[config.mk]
export PLATFORM = sky130hd
export DESIGN_NAME = cnt_stream_monitor
export DESIGN_NICKNAME = d
export VERILOG_FILES = /design/src/rtl/cnt_mon_pkg.sv /design/src/rtl/sync_fifo.sv /design/src/rtl/cnt_stream_monitor.sv
export SDC_FILE = /design/constraint.sdc
export NUM_CORES = 1
export LEC_CHECK = 0
export CAP_MARGIN = 20
export CORE_UTILIZATION = 50
export CTS_CLUSTER_DIAMETER = 150
export DETAILED_ROUTE_END_ITERATION = 8
export PLACE_DENSITY = 0.73
export SETUP_SLACK_MARGIN = 0.1
export SKIP_CTS_REPAIR_TIMING = 1
export SYNTH_ARGS = -nofsm -noshare
export SYNTH_HDL_FRONTEND = slang
export SYNTH_SLANG_ARGS = --single-unit
[constraint.sdc]
create_clock -name clk -period 4.6 [get_ports clk]
set_clock_uncertainty 0.05 [all_clocks]
set_input_delay 0.69 -clock clk [delete_from_list [all_inputs] [get_ports clk]]
set_output_delay 0.69 -clock clk [all_outputs]
set_load 0.02 [all_outputs]
[src/rtl/cnt_mon_pkg.sv]
// Shared types and helpers for the count-stream monitor.
// Latency: n/a (definitions only).
// Backpressure: n/a.
package cnt_mon_pkg;

    // Checker state encoding
    typedef enum logic [1:0] {
        IDLE = 2'd0,
        ARM  = 2'd1,
        RUN  = 2'd2
    } mon_state_t;

    // Sample layout: the error tag sits just above the count value bits
    function automatic int err_bit_pos(input int cnt_w);
        return cnt_w;
    endfunction

    // Ceiling log2, used for FIFO index and level widths
    function automatic int clog2(input int n);
        int r;
        r = 0;
        while ((1 << r) < n) r++;
        return r;
    endfunction

endpackage

[src/rtl/sync_fifo.sv]
// Synchronous FIFO with registered storage and a combinational head read.
// Latency: a push at edge N is visible at the head after edge N; no same-cycle bypass.
// Backpressure: push while full is ignored unless a pop happens in the same cycle.
module sync_fifo
    import cnt_mon_pkg::*;
#(
    parameter int W     = 4,
    parameter int DEPTH = 8,
    localparam int AW   = clog2(DEPTH)
) (
    input  logic          clk,
    input  logic          rstn,
    input  logic          push_vld,
    input  logic [W-1:0]  push_dat,
    input  logic          pop_rdy,
    output logic [W-1:0]  head_dat,
    output logic          full,
    output logic          empty,
    output logic [AW:0]   level
);

    logic [W-1:0] mem [DEPTH];
    logic [AW:0]  wr_ptr;
    logic [AW:0]  rd_ptr;
    logic         do_pop;
    logic         do_push;

    // Extra pointer bit distinguishes full from empty when the indices match
    assign empty   = (wr_ptr == rd_ptr);
    assign full    = (wr_ptr[AW] != rd_ptr[AW]) && (wr_ptr[AW-1:0] == rd_ptr[AW-1:0]);
    assign level   = wr_ptr - rd_ptr;
    assign do_pop  = pop_rdy && !empty;
    assign do_push = push_vld && (!full || do_pop);
    // Head reads as zero when nothing is buffered, so stale storage never leaks out
    assign head_dat = empty ? '0 : mem[rd_ptr[AW-1:0]];

    // Storage write; contents need no reset since the pointers gate visibility
    always_ff @(posedge clk) begin
        if (do_push) mem[wr_ptr[AW-1:0]] <= push_dat;
    end

    // Pointer update with synchronous active-low reset
    always_ff @(posedge clk) begin
        if (!rstn) begin
            wr_ptr <= '0;
            rd_ptr <= '0;
        end else begin
            if (do_push) wr_ptr <= wr_ptr + 1'b1;
            if (do_pop)  rd_ptr <= rd_ptr + 1'b1;
        end
    end

endmodule

[src/rtl/cnt_stream_monitor.sv]
// Checks an upstream counter steps by +1, tags samples with an error bit, counts wraps, buffers samples.
// Latency: sample taken at edge N is at m_data with m_valid=1 after edge N.
// Backpressure: m_valid/m_ready; when the FIFO is full a new sample is dropped and ovf_o latches.
module cnt_stream_monitor
    import cnt_mon_pkg::*;
#(
    parameter int CNT_W  = 3,
    parameter int DEPTH  = 8,
    parameter int WRAP_W = 16
) (
    input  logic                     clk,
    input  logic                     rstn,
    input  logic [CNT_W-1:0]         cnt_i,
    input  logic                     en_i,
    input  logic                     clr_i,
    output logic                     m_valid,
    input  logic                     m_ready,
    output logic [CNT_W:0]           m_data,
    output logic [WRAP_W-1:0]        wrap_cnt_o,
    output logic                     step_err_o,
    output logic                     ovf_o,
    output logic [clog2(DEPTH):0]    level_o
);

    localparam int ERR_BIT = err_bit_pos(CNT_W);

    mon_state_t       state;
    logic [CNT_W-1:0] prev;
    logic [CNT_W-1:0] prev_inc;
    logic             push_vld;
    logic [CNT_W:0]   push_dat;
    logic             step_bad;
    logic             wrap_hit;
    logic             fifo_full;
    logic             fifo_empty;
    logic             pop_rdy;
    logic             drop;

    assign prev_inc = prev + CNT_W'(1);
    assign m_valid  = !fifo_empty;
    assign pop_rdy  = m_valid && m_ready;
    assign drop     = push_vld && fifo_full && !pop_rdy;

    // Decide whether this cycle's count is pushed, and classify it
    always_comb begin
        push_vld = 1'b0;
        push_dat = '0;
        step_bad = 1'b0;
        wrap_hit = 1'b0;
        case (state)
            ARM: begin
                push_vld = 1'b1;
                push_dat = {1'b0, cnt_i};
            end
            RUN: begin
                // An unchanged count means the upstream counter is stalled: nothing to record
                if (en_i && (cnt_i != prev)) begin
                    push_vld          = 1'b1;
                    step_bad          = (cnt_i != prev_inc);
                    push_dat          = {1'b0, cnt_i};
                    push_dat[ERR_BIT] = step_bad;
                    // Only a genuine all-ones -> zero step counts as a wrap
                    wrap_hit          = !step_bad && (prev == '1) && (cnt_i == '0);
                end
            end
            default: ;
        endcase
    end

    // Checker FSM, previous-value tracking, wrap counter and sticky flags
    always_ff @(posedge clk) begin
        if (!rstn) begin
            state      <= IDLE;
            prev       <= '0;
            wrap_cnt_o <= '0;
            step_err_o <= 1'b0;
            ovf_o      <= 1'b0;
        end else begin
            case (state)
                IDLE: if (en_i) state <= ARM;
                ARM: begin
                    prev  <= cnt_i;
                    state <= en_i ? RUN : IDLE;
                end
                RUN: begin
                    if (!en_i)         state <= IDLE;
                    else if (push_vld) prev  <= cnt_i;
                end
                default: state <= IDLE;
            endcase
            // Clear takes priority over any event in the same cycle
            if (clr_i) begin
                wrap_cnt_o <= '0;
                step_err_o <= 1'b0;
                ovf_o      <= 1'b0;
            end else begin
                if (wrap_hit && (wrap_cnt_o != {WRAP_W{1'b1}})) wrap_cnt_o <= wrap_cnt_o + 1'b1;
                if (step_bad) step_err_o <= 1'b1;
                if (drop)     ovf_o      <= 1'b1;
            end
        end
    end

    sync_fifo #(
        .W     (CNT_W + 1),
        .DEPTH (DEPTH)
    ) u_fifo (
        .clk      (clk),
        .rstn     (rstn),
        .push_vld (push_vld),
        .push_dat (push_dat),
        .pop_rdy  (pop_rdy),
        .head_dat (m_data),
        .full     (fifo_full),
        .empty    (fifo_empty),
        .level    (level_o)
    );

endmodule
# After elaboration in Yosys (flattened, before gate mapping)
# Memories as Yosys holds them, arrays and structs flattened. A register that Yosys moved wholly into a read port is not among the register bits.
# Cells that the tools add are included.
[totals] ff_bits=31 latch_bits=0 mem_bits_rw=32 rom_bits=0 input_bits=8 output_inout_bits=27 elab_cells=68 n_memories=1
[classes] addsub=5 mul=0 div_mod_pow=0 n_lt_le_gt_ge=0 eq_ne=13 shifts=0 mux=20 bitwise=1 n_reduce_logical=21
[memory_table] name="u_fifo.mem" depth=8 width=4 read_ports=1 rd_clocked_by_memory_dff=1 write_ports=1 line="sync_fifo.sv:22" rtl="logic [W-1:0] mem [DEPTH];"
[ops] operator="$add A16 B1 Y16 const B" count=1
[ops] operator="$ne A16 B16 Y1 const B" count=1
[ops] operator="$mux W3" count=4
[ops] operator="$logic_and A1 B1 Y1" count=10
[ops] operator="$add A4 B1 Y4 const B" count=2
[ops] operator="$mux W4" count=2
[ops] operator="$ne A2 B2 Y1 const B" count=4
[ops] operator="$pmux W4 S2" count=1
[ops] operator="$mux W1" count=7
[ops] operator="$mux W2" count=3
[ops] operator="$ne A3 B3 Y1" count=2
[ops] operator="$pmux W2 S3" count=1
[ops] operator="$pmux W3 S2" count=1
[ops] operator="$eq A4 B4 Y1" count=1
[ops] operator="$logic_not A1 Y1" count=4
[ops] operator="$sub A4 B4 Y4" count=1
[ops] operator="$add A3 B1 Y3 const B" count=1
[ops] operator="$eq A3 B3 Y1" count=1
[ops] operator="$eq A3 B3 Y1 const B" count=1
[ops] operator="$logic_not A3 Y1" count=1
[ops] operator="$reduce_and A3 Y1" count=1
[ops] operator="$eq A2 B1 Y1 const B" count=1
[ops] operator="$eq A2 B2 Y1 const B" count=1
[ops] operator="$logic_not A2 Y1" count=1
[ops] operator="7 further kinds" count=7

# Depth between registers and ports, before layout
# Gate-level depths: netlist of run 1.
[logic_depth] ltp_word=8 ltp_mapped=8 depth_no_buf=7

# Modules after synthesis
# Synthesis of run 1 repeated with hierarchy kept, for this count alone.
[hier_totals] hier_cells=278 area_unflattened_um2=3163.0
[by_module_without_submodules] mod="sync_fifo" instances=1 cells_each=121 area_each_um2=1845.5
[by_module_without_submodules] mod="cnt_stream_monitor" instances=1 cells_each=157 area_each_um2=1317.5

# Least setup slack after synthesis of run 1
# No wires, ideal clock.
[synth_timing] path_type="input-to-reg" start="input port en_i" end="memory u_fifo.mem[4][0], enable pin" setup_time_ns=0.361 t_arrival_ns=1.932 required_ns=4.189 setup_slack_ns=2.257 stages=4 path_buffers=0 path_cell_list="and2_1 o21ai_0 or4_4 nor3_1"
[synth_via] elab_chain_cells=6
[synth_lines] item="start, declared" line="cnt_stream_monitor.sv:14" rtl="input logic en_i,"
[synth_lines] item="$logic_and A1 B1 Y1" line="cnt_stream_monitor.sv:57" rtl="if (en_i && (cnt_i != prev)) begin"
[synth_lines] item="$mux W1" line="cnt_stream_monitor.sv:57"
[synth_lines] item="$pmux W1 S2" line="cnt_stream_monitor.sv:50" rtl="case (state)"
[synth_lines] item="$logic_and A1 B1 Y1" line="sync_fifo.sv:33" rtl="assign do_push = push_vld && (!full || do_pop);"
[synth_lines] item="$mux W1" line="sync_fifo.sv:39" rtl="if (do_push) mem[wr_ptr[AW-1:0]] <= push_dat;"
[synth_lines] item="$mux W1 (implied by the code)" line="sync_fifo.sv:39"
[synth_lines] item="end, declared" line="sync_fifo.sv:22"
# No other way between the ends.

# Worst setup path after layout of run 1
[layout_timing] start="register u_fifo.wr_ptr[0]" end="output port level_o[2]"
[layout_via] elab_chain_cells=1
[layout_lines] item="start, declared" line="sync_fifo.sv:23" rtl="logic [AW:0] wr_ptr;"
[layout_lines] item="start signal, assigned" line="sync_fifo.sv:48" rtl="if (do_push) wr_ptr <= wr_ptr + 1'b1;"
[layout_lines] item="$sub A4 B4 Y4" line="sync_fifo.sv:31" rtl="assign level = wr_ptr - rd_ptr;"
[layout_lines] item="end, declared" line="cnt_stream_monitor.sv:22" rtl="output logic [clog2(DEPTH):0] level_o"
# No other way between the ends.

==> impl_metrics.toml, run 1 <==
[timing]
relSlewSlack_pct = 38.13
fin_crit_sh_pct = 66.60
finalSetupViolCount = 0
slew_viol_final = 0
hold_violations = 0
fmax_mhz = 326.4
post-route-min-period_ns = 3.064
hold_slack_ns = 0.4332
rsz0062_at_grt = "false"
tns_ns = 0
tightest_slew_ns = 0.9196

[critical_path]
reg2regPathDepth = 6
start_kind = "register"
worst_ep_arrival_time_ns = 2.32
crit_fanout = 7
endpoint_kind = "output port"
slowest_stage = "clkdlybuf4s50_1"
crit_chain = "inv_1 > ha_1 > fa_1 > xnor2_1 > clkdlybuf4s50_1"
cpPeakStageDelay_ns = 0.61
path_class = "register to output port"
r2r_slack_ns = 1.95
critPathRequiredTime_ns = 3.86

[drt]
route.detailed.drc = 0
drtAntennaViolNets = 0
wirelength_mm = 5.802
drtPass1Iterations = 4
viasPerCell = 5.391
wl_per_cell_um = 15.23
drtIter0Drc = 178
num_vias = 2054

[synth]
avgSynthCellArea_um2 = 12.02
syn_inst = 266
synth_edf_count = 32
async_flop_share_pct = 0
synthesis.area_um2 = 3198
seq_area_frac_synth_pct = 51.33
synth_nets = 286
synth_seq_cells = 66
synth_warnings = 0
synthFlopType = "dfxtp_1"
synth_cell_type_count = 47

[global_routing]
overflow = 0
grt_pass1_vias = 1916
antenna_found_initial = 0
grt_max_degree = 19
grt_pass1_wl_mm = 9.515
track_usage_pct = 19.52

[layout]
multi_input_area_um2 = 1435
n_antenna_cell = 0
final_cell_mix = "dfxtp_1, clkdlybuf4s50_1, edfxtp_1"
ff_latch_area_um2 = 1642
fin_nets = 321
nFillCells = 486
stdcell_count = 381
area_delta_synth_final_pct = 17.37
drive_gt1_share_pct = 11.76

[power]
total_power_mw = 1.235
p_leak_nw = 1.283
power_density_nw_per_um2 = 328.9
irDropWorstVdd_uv = 169.8

[clock_tree]
htree_num_levels = 3
cts_max_path_buffers = 2
root_buffer = "clkbuf_8"
clk_pin_slew_worst_paths_ns = 0.07
worstSkewPairLatency_ns = 0.34
numCtsBuffers = 9
cts.sinks = 66
cts_tree = "built"

[floorplan]
die_y_um = 81.98
boundaryPins = 35
fp.dieW_um = 81.98
die-area_um2 = 6720
initial_core_util_pct = 52.77
fp-row-count = 28
core_um2 = 6061

[placed_design]
port_buffers = 34
gp_congestion = 0.7453
dp.cells = 365
dpl.hpwl_mm = 4.183

[worst_hold_path]
whs_path_depth = 2
hold_path_class = "register to register"

[run]
cap_violations = 0

[status]
status = "complete, no violations"
-- state kept, by name (all words and copies together), names as in the netlist, named ones only --
name and flops:
u_fifo.mem 32, step_err_o 1, wrap_cnt_o 16, prev 3, u_fifo.rd_ptr 4, ovf_o 1, state 2, u_fifo.wr_ptr 4
-- layer usage --
| metal | global-route usage (%) | routed length (um) | up-vias |
|---|---|---|---|
| li1 | - | - | 1034 |
| met1 | 27.50 | 2857 | 973 |
| met2 | 28.35 | 2623 | 40 |
| met3 | 5.222 | 239 | 7 |
| met4 | 7.895 | 81 | 0 |
| met5 | 0 | 0 | - |
-- power by group --
group	switching (mW)	internal [mW]
clock network	0.214	0.249
registers	0.0133	0.622
logic	0.0688	0.0680
-- kinds of logic (layout without fill, tap and decap cells) --
| kind of cell | Yosys count | after routing | synth area share (%) |
|---|---|---|---|
| simple gates | 94 | 94 | 16.86 |
| flops | 66 | 66 | 51.33 |
| compound gates | 27 | 27 | 7.746 |
| buf+inv | 25 | 65 | 3.795 |
| xor+xnor | 24 | 24 | 6.573 |
| mux | 18 | 18 | 8.764 |
| fa+ha+maj | 12 | 12 | 4.930 |
-- worst max-delay path, delay by kind of cell, from the launching register on --
kind                       cells  cell delay (ns)
DFF                            1             0.45
buffers and inverters          2             0.77
xor gates and xnor gates       1             0.14
adders and majority gates      2             0.62
-- layout make-up --
class | instances | area share, %
sequential | 66 | 43.73
multi-input combinational | 175 | 38.23
timing repair buffer | 34 | 9.067
clock buffer | 11 | 3.500
tap | 75 | 2.500
inverter | 15 | 1.500
clock inverter | 5 | 1.467
-- final timing paths --
check / startpoint / endpoint
worst max-delay path: u_fifo.wr_ptr[0] / level_o[2]
worst min-delay path: step_err_o / step_err_o
worst max register to register: u_fifo.wr_ptr[0] / u_fifo.mem[0][3]
worst min register to register: step_err_o / step_err_o
-- cells in the mapped netlist, types with 2 or more instances --
cell / number / area share (%)
clkbuf_1: 5 / 0.59
a2111oi_4: 2 / 1.7
ha_1: 11 / 4.3
a2111oi_2: 2 / 0.94
nor2_1: 22 / 2.6
nor4_1: 5 / 0.98
nand2_1: 9 / 1.1
o21ai_0: 3 / 0.47
nand2b_1: 2 / 0.39
a21oi_1: 6 / 0.94
nand4_1: 2 / 0.39
inv_1: 15 / 1.8
a21o_1: 3 / 0.70
nor2b_1: 7 / 1.4
dfxtp_1: 34 / 21
nor3_1: 7 / 1.1
a21boi_0: 2 / 0.47
nand3_1: 13 / 2.0
buf_6: 3 / 1.1
edfxtp_1: 32 / 30
and2_1: 12 / 2.3
mux2i_1: 10 / 3.1
a211oi_1: 2 / 0.47
and3_1: 4 / 0.78
mux4_2: 8 / 5.6
and4_1: 2 / 0.55
xnor2_1: 21 / 5.8
xor2_1: 3 / 0.82
-- per-stage QoR --
stage	instance area, um^2	worst slack [ns]	util, %
after floorplan	3198	2.257	-
after global placement	3567	1.537	58.86
after detailed placement	3567	1.374	58.86
after CTS	3754	1.520	61.93
after global routing	3754	1.402	61.93
final	3754	1.536	61.93
No activity file was read; power rests on OpenSTA's default activity.
==> inputs of run 2 (changes only) <==
==> constraint.sdc (replaced) <==
create_clock -name clk -period 3.2 [get_ports clk]
set_clock_uncertainty 0.05 [all_clocks]
set_input_delay 0.48 -clock clk [delete_from_list [all_inputs] [get_ports clk]]
set_output_delay 0.48 -clock clk [all_outputs]
set_load 0.02 [all_outputs]
==> impl_metrics.toml, run 2 (synthesis gave the netlist of run 1 again) <==
[status]
status = "complete, no violations"

[global_routing]
gr-max-usage-layer = "met2"
track_usage_pct = 19.80
met3_usage_pct = 3.333
grt_pass1_wl_mm = 9.646
grt_pass1_vias = 1962
grt_max_degree = 19
met2_usage_pct = 30.83
overflow = 0
antenna_found_initial = 0
use_met1_pct = 26.27

[worst_hold_path]
hold_path_class = "register to register"

[floorplan]
die_y_um = 81.98
fp.dieW_um = 81.98
boundaryPins = 35
fp-row-count = 28
initial_core_util_pct = 52.77
core_um2 = 6061
die-area_um2 = 6720

[clock_tree]
worstSkewPairLatency_ns = 0.34
cts_max_path_buffers = 2
root_buffer = "clkbuf_8"
cts_tree = "built"
htree_num_levels = 3
clk_pin_slew_worst_paths_ns = 0.07
cts.sinks = 66
numCtsBuffers = 9

[critical_path]
slowest_stage = "clkdlybuf4s50_1"
crit_chain = "inv_1 > ha_1 > fa_1 > xnor2_1 > clkdlybuf4s50_1"
cpPeakStageDelay_ns = 0.61
path_class = "register to output port"
worst_ep_arrival_time_ns = 2.33
critPathRequiredTime_ns = 2.67
start_kind = "register"
endpoint_kind = "output port"
crit_fanout = 7

[drt]
drtPass1Iterations = 4
viasPerCell = 5.313
wirelength_mm = 5.829
drtAntennaViolNets = 0
wl_per_cell_um = 15.06
drtIter0Drc = 105
route.detailed.drc = 0
num_vias = 2056

[placed_design]
dp.cells = 371
dpl.hpwl_mm = 4.289
place_ws_ns = 0.3226
port_buffers = 34
gp_congestion = 0.7993

[layout]
fin_util_pct = 63.13
stdcell_count = 387
n_antenna_cell = 0
largest_reg_flops = 32
final_cell_mix = "dfxtp_1, clkdlybuf4s50_1, edfxtp_1"
area_delta_synth_final_pct = 19.64
fin_nets = 327
drive_gt1_share_pct = 13.78

[timing]
finalSetupViolCount = 0
relSlewSlack_pct = 60.71
hold_slack_ns = 0.4374
fin_crit_sh_pct = 89.42
rsz0062_at_grt = "false"
fmax_mhz = 349.5
fin_ws_ns = 0.3386
post-route-min-period_ns = 2.861
tns_ns = 0
tightest_slew_ns = 0.5848
slew_viol_final = 0
hold_violations = 0

[power]
p_leak_nw = 1.329
p_sw_share_pct = 23.98
p_int_mw = 1.404
power_density_nw_per_um2 = 482.8
pwr-share-seq_pct = 49.4
switchingPower_mw = 0.4431
irDropWorstVdd_uv = 326.5
clockPowerShare_pct = 39.8
comb_power_share_pct = 10.8

[run]
cap_violations = 0
[run 2: changes by cell type in the layout (fill, tap and decap cells not counted)]
cell        delta
buf_4          +6
clkbuf_1       -1
clkbuf_16      +1
clkinv_2       -2
clkinv_4       +2
clkinvlp_4     -1
inv_4          +1
[run 2: through the flow]
stage	instance area [um^2]	power [mW]
final	3826	1.847
after global routing	3826	1.917
after CTS	3826	1.863
after detailed placement	3612	1.135
after global placement	3612	1.131
after floorplan	3198	1.060
[run 2: worst paths after layout]
path	from	end	slack, ns	depth (start not counted)
max	u_fifo.wr_ptr[0]	level_o[2]	0.34	5
min	u_fifo.wr_ptr[3]	u_fifo.wr_ptr[3]	0.44	2
max reg2reg	state[0]	u_fifo.mem[4][1]	0.68	6
min reg2reg	u_fifo.wr_ptr[3]	u_fifo.wr_ptr[3]	0.44	2
[run 2: layout make-up]
type	count	area, um^2
Clock buffer	11	152.6
Clock inverter	5	61.31
Fill cell	495	2235
Inverter	15	56.30
Multi-Input combinational cell	175	1435
Sequential cell	66	1642
Tap cell	75	93.84
Timing Repair Buffer	40	385.4
[run 2: power groups by stage]
stage	Clock, mW	Combinational (mW)	Sequential [mW]
finish	0.735	0.200	0.913
global route	0.782	0.219	0.916
CTS	0.747	0.203	0.914
detailed placement	0	0.202	0.933
global placement	0	0.199	0.932
floorplan	0	0.140	0.921
[run 2: worst max-delay path: cells and delay by family (launching register included)]
family                     cells  cell delay, ns
adders and majority gates      2            0.63
DFF                            1            0.45
xor gates and xnor gates       1            0.14
buffers and inverters          2            0.77
[run 2: metal layers]
layer | vias to the layer above | routed length, um
met5 | - | 0
met4 | 0 | 122
met3 | 8 | 155
met2 | 34 | 2706
met1 | 970 | 2844
li1 | 1044 | -
